<file path="config.mk">
export PLATFORM = sky130hd
export DESIGN_NAME = shfl_seq_arbiter
export DESIGN_NICKNAME = d
export VERILOG_FILES = /design/src/rtl/shfl_seq_arbiter_pkg.sv /design/src/rtl/shfl_seq_arbiter_tz_enc.sv /design/src/rtl/shfl_seq_arbiter.sv
export SDC_FILE = /design/constraint.sdc
export NUM_CORES = 1
export LEC_CHECK = 0
export CORE_MARGIN = 2
export CORE_UTILIZATION = 25
export CTS_BUF_LIST = sky130_fd_sc_hd__clkbuf_16
export DETAILED_ROUTE_END_ITERATION = 10
export PLACE_DENSITY = 0.52
export SYNTH_ARGS = -nofsm -noshare
export SYNTH_HDL_FRONTEND = slang
export SYNTH_SLANG_ARGS = --single-unit
export TNS_END_PERCENT = 1
</file>
<file path="constraint.sdc">
create_clock -name clk -period 2.95 [get_ports clk]
set_clock_uncertainty 0.2 [all_clocks]
set_input_delay 0.4425 -clock clk [delete_from_list [all_inputs] [get_ports clk]]
set_output_delay 0.4425 -clock clk [all_outputs]
set_load 0.05 [all_outputs]
</file>
<file path="src/rtl/shfl_seq_arbiter_pkg.sv">
// Shared types for the sequential shift-left arbiter: data word, shift amount and FSM states.
package shfl_seq_arbiter_pkg;

    localparam int unsigned DATA_WIDTH = 32;
    localparam int unsigned SHAMT_W    = $clog2(DATA_WIDTH) + 1;

    typedef logic [DATA_WIDTH-1:0] t_data;
    typedef logic [SHAMT_W-1:0]    t_shamt;

    typedef enum logic [1:0] {
        IDLE,
        SHIFT,
        DONE
    } t_shfl_state;

endpackage

</file>
<file path="src/rtl/shfl_seq_arbiter_tz_enc.sv">
// Trailing-zero encoder: shamt = index of lowest set bit + 1, or 0 (with zero=1) for an all-zero word.
module shfl_tz_enc
    import shfl_seq_arbiter_pkg::*;
(
    input  t_data  data,
    output t_shamt shamt,
    output logic   zero
);

    // Scan from the top so the lowest set bit wins.
    always_comb begin
        shamt = '0;
        for (int i = int'(DATA_WIDTH) - 1; i >= 0; i--) begin
            if (data[i]) begin
                shamt = t_shamt'(i + 1);
            end
        end
    end

    assign zero = (data == '0);

endmodule

</file>
<file path="src/rtl/shfl_seq_arbiter.sv">
// Round-robin shared serial shift-left engine for two requesters, STEP bits per cycle.
// Optional SHFL_SEQ_PERF_EN adds saturating op_count / stall_count outputs.
module shfl_seq_arbiter
    import shfl_seq_arbiter_pkg::*;
#(
    parameter int unsigned STEP = 1
) (
    input  logic        clk,
    input  logic        rst_n,
    input  logic        flush,
    input  logic [1:0]  req_valid,
    output logic [1:0]  req_ready,
    input  t_data       req_a [2],
    input  t_data       req_b [2],
    output logic        out_valid,
    input  logic        out_ready,
    output t_data       out_data,
    output logic        out_id,
`ifdef SHFL_SEQ_PERF_EN
    output logic [15:0] op_count,
    output logic [15:0] stall_count,
`endif
    output logic        busy
);

    localparam t_shamt STEP_W = t_shamt'(STEP);

    t_shfl_state state_q, state_d;
    t_data       acc_q, acc_d;
    t_shamt      rem_q, rem_d;
    logic        rr_q, rr_d;
    logic        out_id_q, out_id_d;
    logic        out_valid_q, out_valid_d;
    logic        busy_q, busy_d;
    logic        grant_c;
    t_shamt      shamt_c;
    logic        zero_c;
    t_shamt      step_n_c;

    assign grant_c = req_valid[rr_q] ? rr_q : ~rr_q;

    shfl_tz_enc u_tz_enc (
        .data  (req_b[grant_c]),
        .shamt (shamt_c),
        .zero  (zero_c)
    );

    // Next-state, datapath and combinational accept.
    always_comb begin
        state_d   = state_q;
        acc_d     = acc_q;
        rem_d     = rem_q;
        rr_d      = rr_q;
        out_id_d  = out_id_q;
        req_ready = 2'b00;
        step_n_c  = '0;

        unique case (state_q)
            IDLE: begin
                if (!flush && req_valid[grant_c]) begin
                    req_ready[grant_c] = 1'b1;
                    acc_d              = req_a[grant_c];
                    out_id_d           = grant_c;
                    // tz+1 never exceeds DATA_WIDTH, so no clamp is needed.
                    rem_d              = shamt_c;
                    state_d            = zero_c ? DONE : SHIFT;
                end
            end
            SHIFT: begin
                step_n_c = (rem_q < STEP_W) ? rem_q : STEP_W;
                acc_d    = acc_q << step_n_c;
                rem_d    = rem_q - step_n_c;
                if (rem_d == '0) begin
                    state_d = DONE;
                end
            end
            DONE: begin
                if (out_ready) begin
                    state_d = IDLE;
                    rr_d    = ~out_id_q;
                end
            end
            default: state_d = IDLE;
        endcase

        // Flush wins over everything except the round-robin update of a consumed result.
        if (flush) begin
            state_d = IDLE;
            acc_d   = '0;
            rem_d   = '0;
        end

        if (!rst_n) begin
            req_ready = 2'b00;
        end

        out_valid_d = (state_d == DONE);
        busy_d      = (state_d != IDLE);
    end

    always_ff @(posedge clk or negedge rst_n) begin
        if (!rst_n) begin
            state_q     <= IDLE;
            acc_q       <= '0;
            rem_q       <= '0;
            rr_q        <= 1'b0;
            out_id_q    <= 1'b0;
            out_valid_q <= 1'b0;
            busy_q      <= 1'b0;
        end else begin
            state_q     <= state_d;
            acc_q       <= acc_d;
            rem_q       <= rem_d;
            rr_q        <= rr_d;
            out_id_q    <= out_id_d;
            out_valid_q <= out_valid_d;
            busy_q      <= busy_d;
        end
    end

    assign out_valid = out_valid_q;
    assign out_data  = acc_q;
    assign out_id    = out_id_q;
    assign busy      = busy_q;

`ifdef SHFL_SEQ_PERF_EN
    logic [15:0] op_cnt_q, op_cnt_d;
    logic [15:0] stall_cnt_q, stall_cnt_d;

    // Saturating counters; only rst_n clears them.
    always_comb begin
        op_cnt_d    = op_cnt_q;
        stall_cnt_d = stall_cnt_q;
        if (out_valid_q && out_ready && (op_cnt_q != 16'hFFFF)) begin
            op_cnt_d = op_cnt_q + 16'd1;
        end
        if (out_valid_q && !out_ready && (stall_cnt_q != 16'hFFFF)) begin
            stall_cnt_d = stall_cnt_q + 16'd1;
        end
    end

    always_ff @(posedge clk or negedge rst_n) begin
        if (!rst_n) begin
            op_cnt_q    <= '0;
            stall_cnt_q <= '0;
        end else begin
            op_cnt_q    <= op_cnt_d;
            stall_cnt_q <= stall_cnt_d;
        end
    end

    assign op_count    = op_cnt_q;
    assign stall_count = stall_cnt_q;
`endif

endmodule
</file>
==> impl_metrics.py <==
metrics = {
    "routing": {
        "drt_iter0_drc": 226,
        "routedWlPerCell_um": 17.1,
        "drt_pass1_iterations": 4,
        "routed_via_density": 5.16,
        "postRouteAntennaNets": 0,
        "drcViolationCount": 0,
        "routed_wl_mm": 14.9,
        "vias": 4489,
    },
    "critical_path": {
        "setup.worst_path.end_class": "primary output",
        "worstRegToRegCells": 10,
        "worstPathRequired_ns": 2.31,
        "startpoint_type": "primary input",
        "crit_fanout": 6,
        "r2r-end": "out_valid",
        "crit_arrival_ns": 2.04,
        "crit_chain": "clkdlybuf4s50_1, nor3_1, nor2_2, nand2_1, nor4_1, buf_4, buf_12",
        "cp_top_family": "buffers and inverters",
        "regToRegStartpoint": "rem_q[2]",
        "cp_slowest_stage_delay_ns": 0.52,
        "crit_buf_inv": 3,
        "ff2ff_setup_slack_ns": 0.47,
        "slowest_stage": "clkdlybuf4s50_1",
        "critPathKind": "in -> out",
    },
    "placed_design": {
        "io_buffers": 170,
        "gp_congestion": 0.814,
        "placed_area_sq_um": 5760,
        "dp_hpwl_mm": 11.3,
    },
    "grt": {
        "grt_usage": 0.183,
        "overflow": 0,
        "grt_max_degree": 45,
        "antenna_found_initial": 0,
        "grt_pass1_wl_mm": 24.0,
        "grt_pass1_vias": 4594,
    },
    "cts": {
        "cts_hold_buf": 0,
        "path_clk_slew_ns": 0.07,
        "numCtsBuffers": 5,
        "cts_tree": "built",
        "htreeDepth": 2,
        "cts_root_buffer": "clkbuf_16",
        "postCtsSetupBuffers": 0,
        "cts_buffer_depth": 2,
        "numClockSinks": 44,
        "clk_latency_ns": 0.29,
        "ctsResizeCount": 0,
    },
    "timing": {
        "timing.final.hold_violations": 0,
        "final-setup-viol-count": 0,
        "slew_viol_final": 0,
        "tightest_slew_ns": 1.10,
        "fin_hold_ws_ns": 0.0697,
        "slew_headroom": 0.267,
        "clock.fmax_mhz": 373,
        "rsz0062_at_grt": "false",
        "period_needed_ns": 2.68,
        "fin_crit_sh": 0.909,
    },
    "synth": {
        "synth_xor_xnor_area_share": 0.00458,
        "synth_most_common_cell": "nand2_1",
        "syn_nets": 658,
        "synthArstFlopShare": 1.00,
        "synth_seq_area_share": 0.288,
        "synthCells": 523,
        "synthFlopType": "dfrtp_1",
        "synth_top_area_share": 0.288,
        "synth-edff-count": 0,
        "synthAdderAreaFrac": 0.00327,
        "synthMuxAreaShare": 0.0111,
        "synth_top_family_by_area": "compound AO/OA/AOI/OAI gates",
        "synth_area_sq_um": 3830,
        "synth_cell_types": 67,
        "syn_avg_cell_area_sq_um": 7.32,
        "ys_top_cells_by_area": "dfrtp_1 29%, nand2_1 14%, a22o_1 6.9%",
        "synth-seq-cells": 44,
        "yosys_warnings": 0,
        "synth-compound-area-share": 0.320,
        "synth_simple_gate_area_share": 0.320,
        "yosysTopAreaCell": "dfrtp_1",
        "synth_top_cells_by_count": "140 x nand2_1, 44 x dfrtp_1, 37 x nor2_1",
    },
    "floorplanning": {
        "die_area_sq_um": 16300,
        "start_util": 0.254,
        "die_height_um": 128,
        "core_sq_um": 15100,
        "row_count": 45,
        "boundaryPins": 171,
        "die_x_um": 128,
    },
    "power": {
        "power_density_nw_per_um2": 861,
        "p_leak_uw": 0.00257,
        "irDropWorstVdd_v": 0.000426,
    },
    "run_status": {
        "outcome": "finished clean",
    },
    "cells_and_area": {
        "stdcell_area_sq_um": 5930,
        "nets": 816,
        "drive_gt1_frac": 0.0718,
        "antenna_cells": 0,
        "synthToLayoutAreaGrowth_pct": 55.0,
    },
    "job": {
        "maxCapViolCount": 0,
    },
    "hold_path": {
        "min_path_type": "in -> async",
    },
}
-- through the flow --
step | setup WS, ns | instances | TNS (ns) | util | total power [uW]
6_report | 0.268 | 870 | 0 | 0.393 | 5100
5_1_grt | 0.0675 | 870 | 0 | 0.393 | 5510
4_1_cts | 0.153 | 870 | 0 | 0.393 | 5130
3_5_place_dp | 0.186 | 862 | 0 | 0.382 | 4470
3_3_place_gp | 0.247 | 862 | 0 | 0.382 | 4430
2_1_floorplan | -0.221 | 523 | -0.442 | - | 3350
-- logic make-up after synthesis --
kind of cell	count (synthesis)
muxes	4
DFF	44
AOI/OAI and AO/OA	167
adders and majority gates	1
xor gates and xnor gates	2
and+or+nand+nor	260
buffers and inverters	45
-- area by class of cell --
class	instances	area [sq um]
multi-input cells	434	2540
clock inverters	3	38.8
clock buffers	5	125
well taps	188	235
flip-flops and latches	44	1100
fillers	1581	9160
inverters	9	33.8
repair buffers	187	1860
-- worst reg2reg max path, stage by stage (launching register included) --
cell     delay (ns)
dfrtp_1        0.46
nor3_1         0.10
and3b_1        0.19
or2_1          0.23
ha_1           0.23
nor2_1         0.18
xor2_1         0.10
nor4_1         0.20
nand3_1        0.17
o21ai_1        0.20
o21a_1         0.15
-- worst max path at each step --
| stage | start | end | slack, ns | cells past startpoint |
|---|---|---|---|---|
| floorplan | state_q[0] | req_ready[0] | -0.22 | 5 |
| global placement | req_valid[0] | req_ready[1] | 0.25 | 7 |
| detailed placement | req_valid[0] | out_data[7] | 0.19 | 8 |
| CTS | state_q[1] | req_ready[1] | 0.15 | 5 |
| global route | req_valid[0] | req_ready[1] | 0.07 | 7 |
| finish | req_valid[0] | req_ready[1] | 0.27 | 7 |
-- routing by layer --
| layer | routed length (um) | GRT usage |
|---|---|---|
| met1 | 7050 | 0.243 |
| met5 | 0 | 0 |
| met4 | 197 | 0.0362 |
| met3 | 667 | 0.0288 |
| met2 | 6940 | 0.315 |
-- flip-flops by register name, indices dropped and copies added, names as in the netlist --
register	cells
rem_q	6
busy	1
out_valid	1
out_data	32
state_q	2
rr_q	1
out_id	1
-- cells in the final DEF (no fill, tap or decap), types with 19 or more instances in the layout --
cell and instances:
a21o_1 29, a22o_1 30, nor2_1 36, clkdlybuf4s50_1 167
a31oi_1 33, a21oi_1 19, dfrtp_1 44, nand2_1 140
nor3_1 20
-- power by group --
part | switching [uW] | internal (uW) | leakage, uW
logic | 2140 | 1280 | 0.00191
clock network | 239 | 395 | 0.0000850
registers | 221 | 821 | 0.000575
total | 2600 | 2500 | 0.00257
No activity file was read; power rests on OpenSTA's default activity.
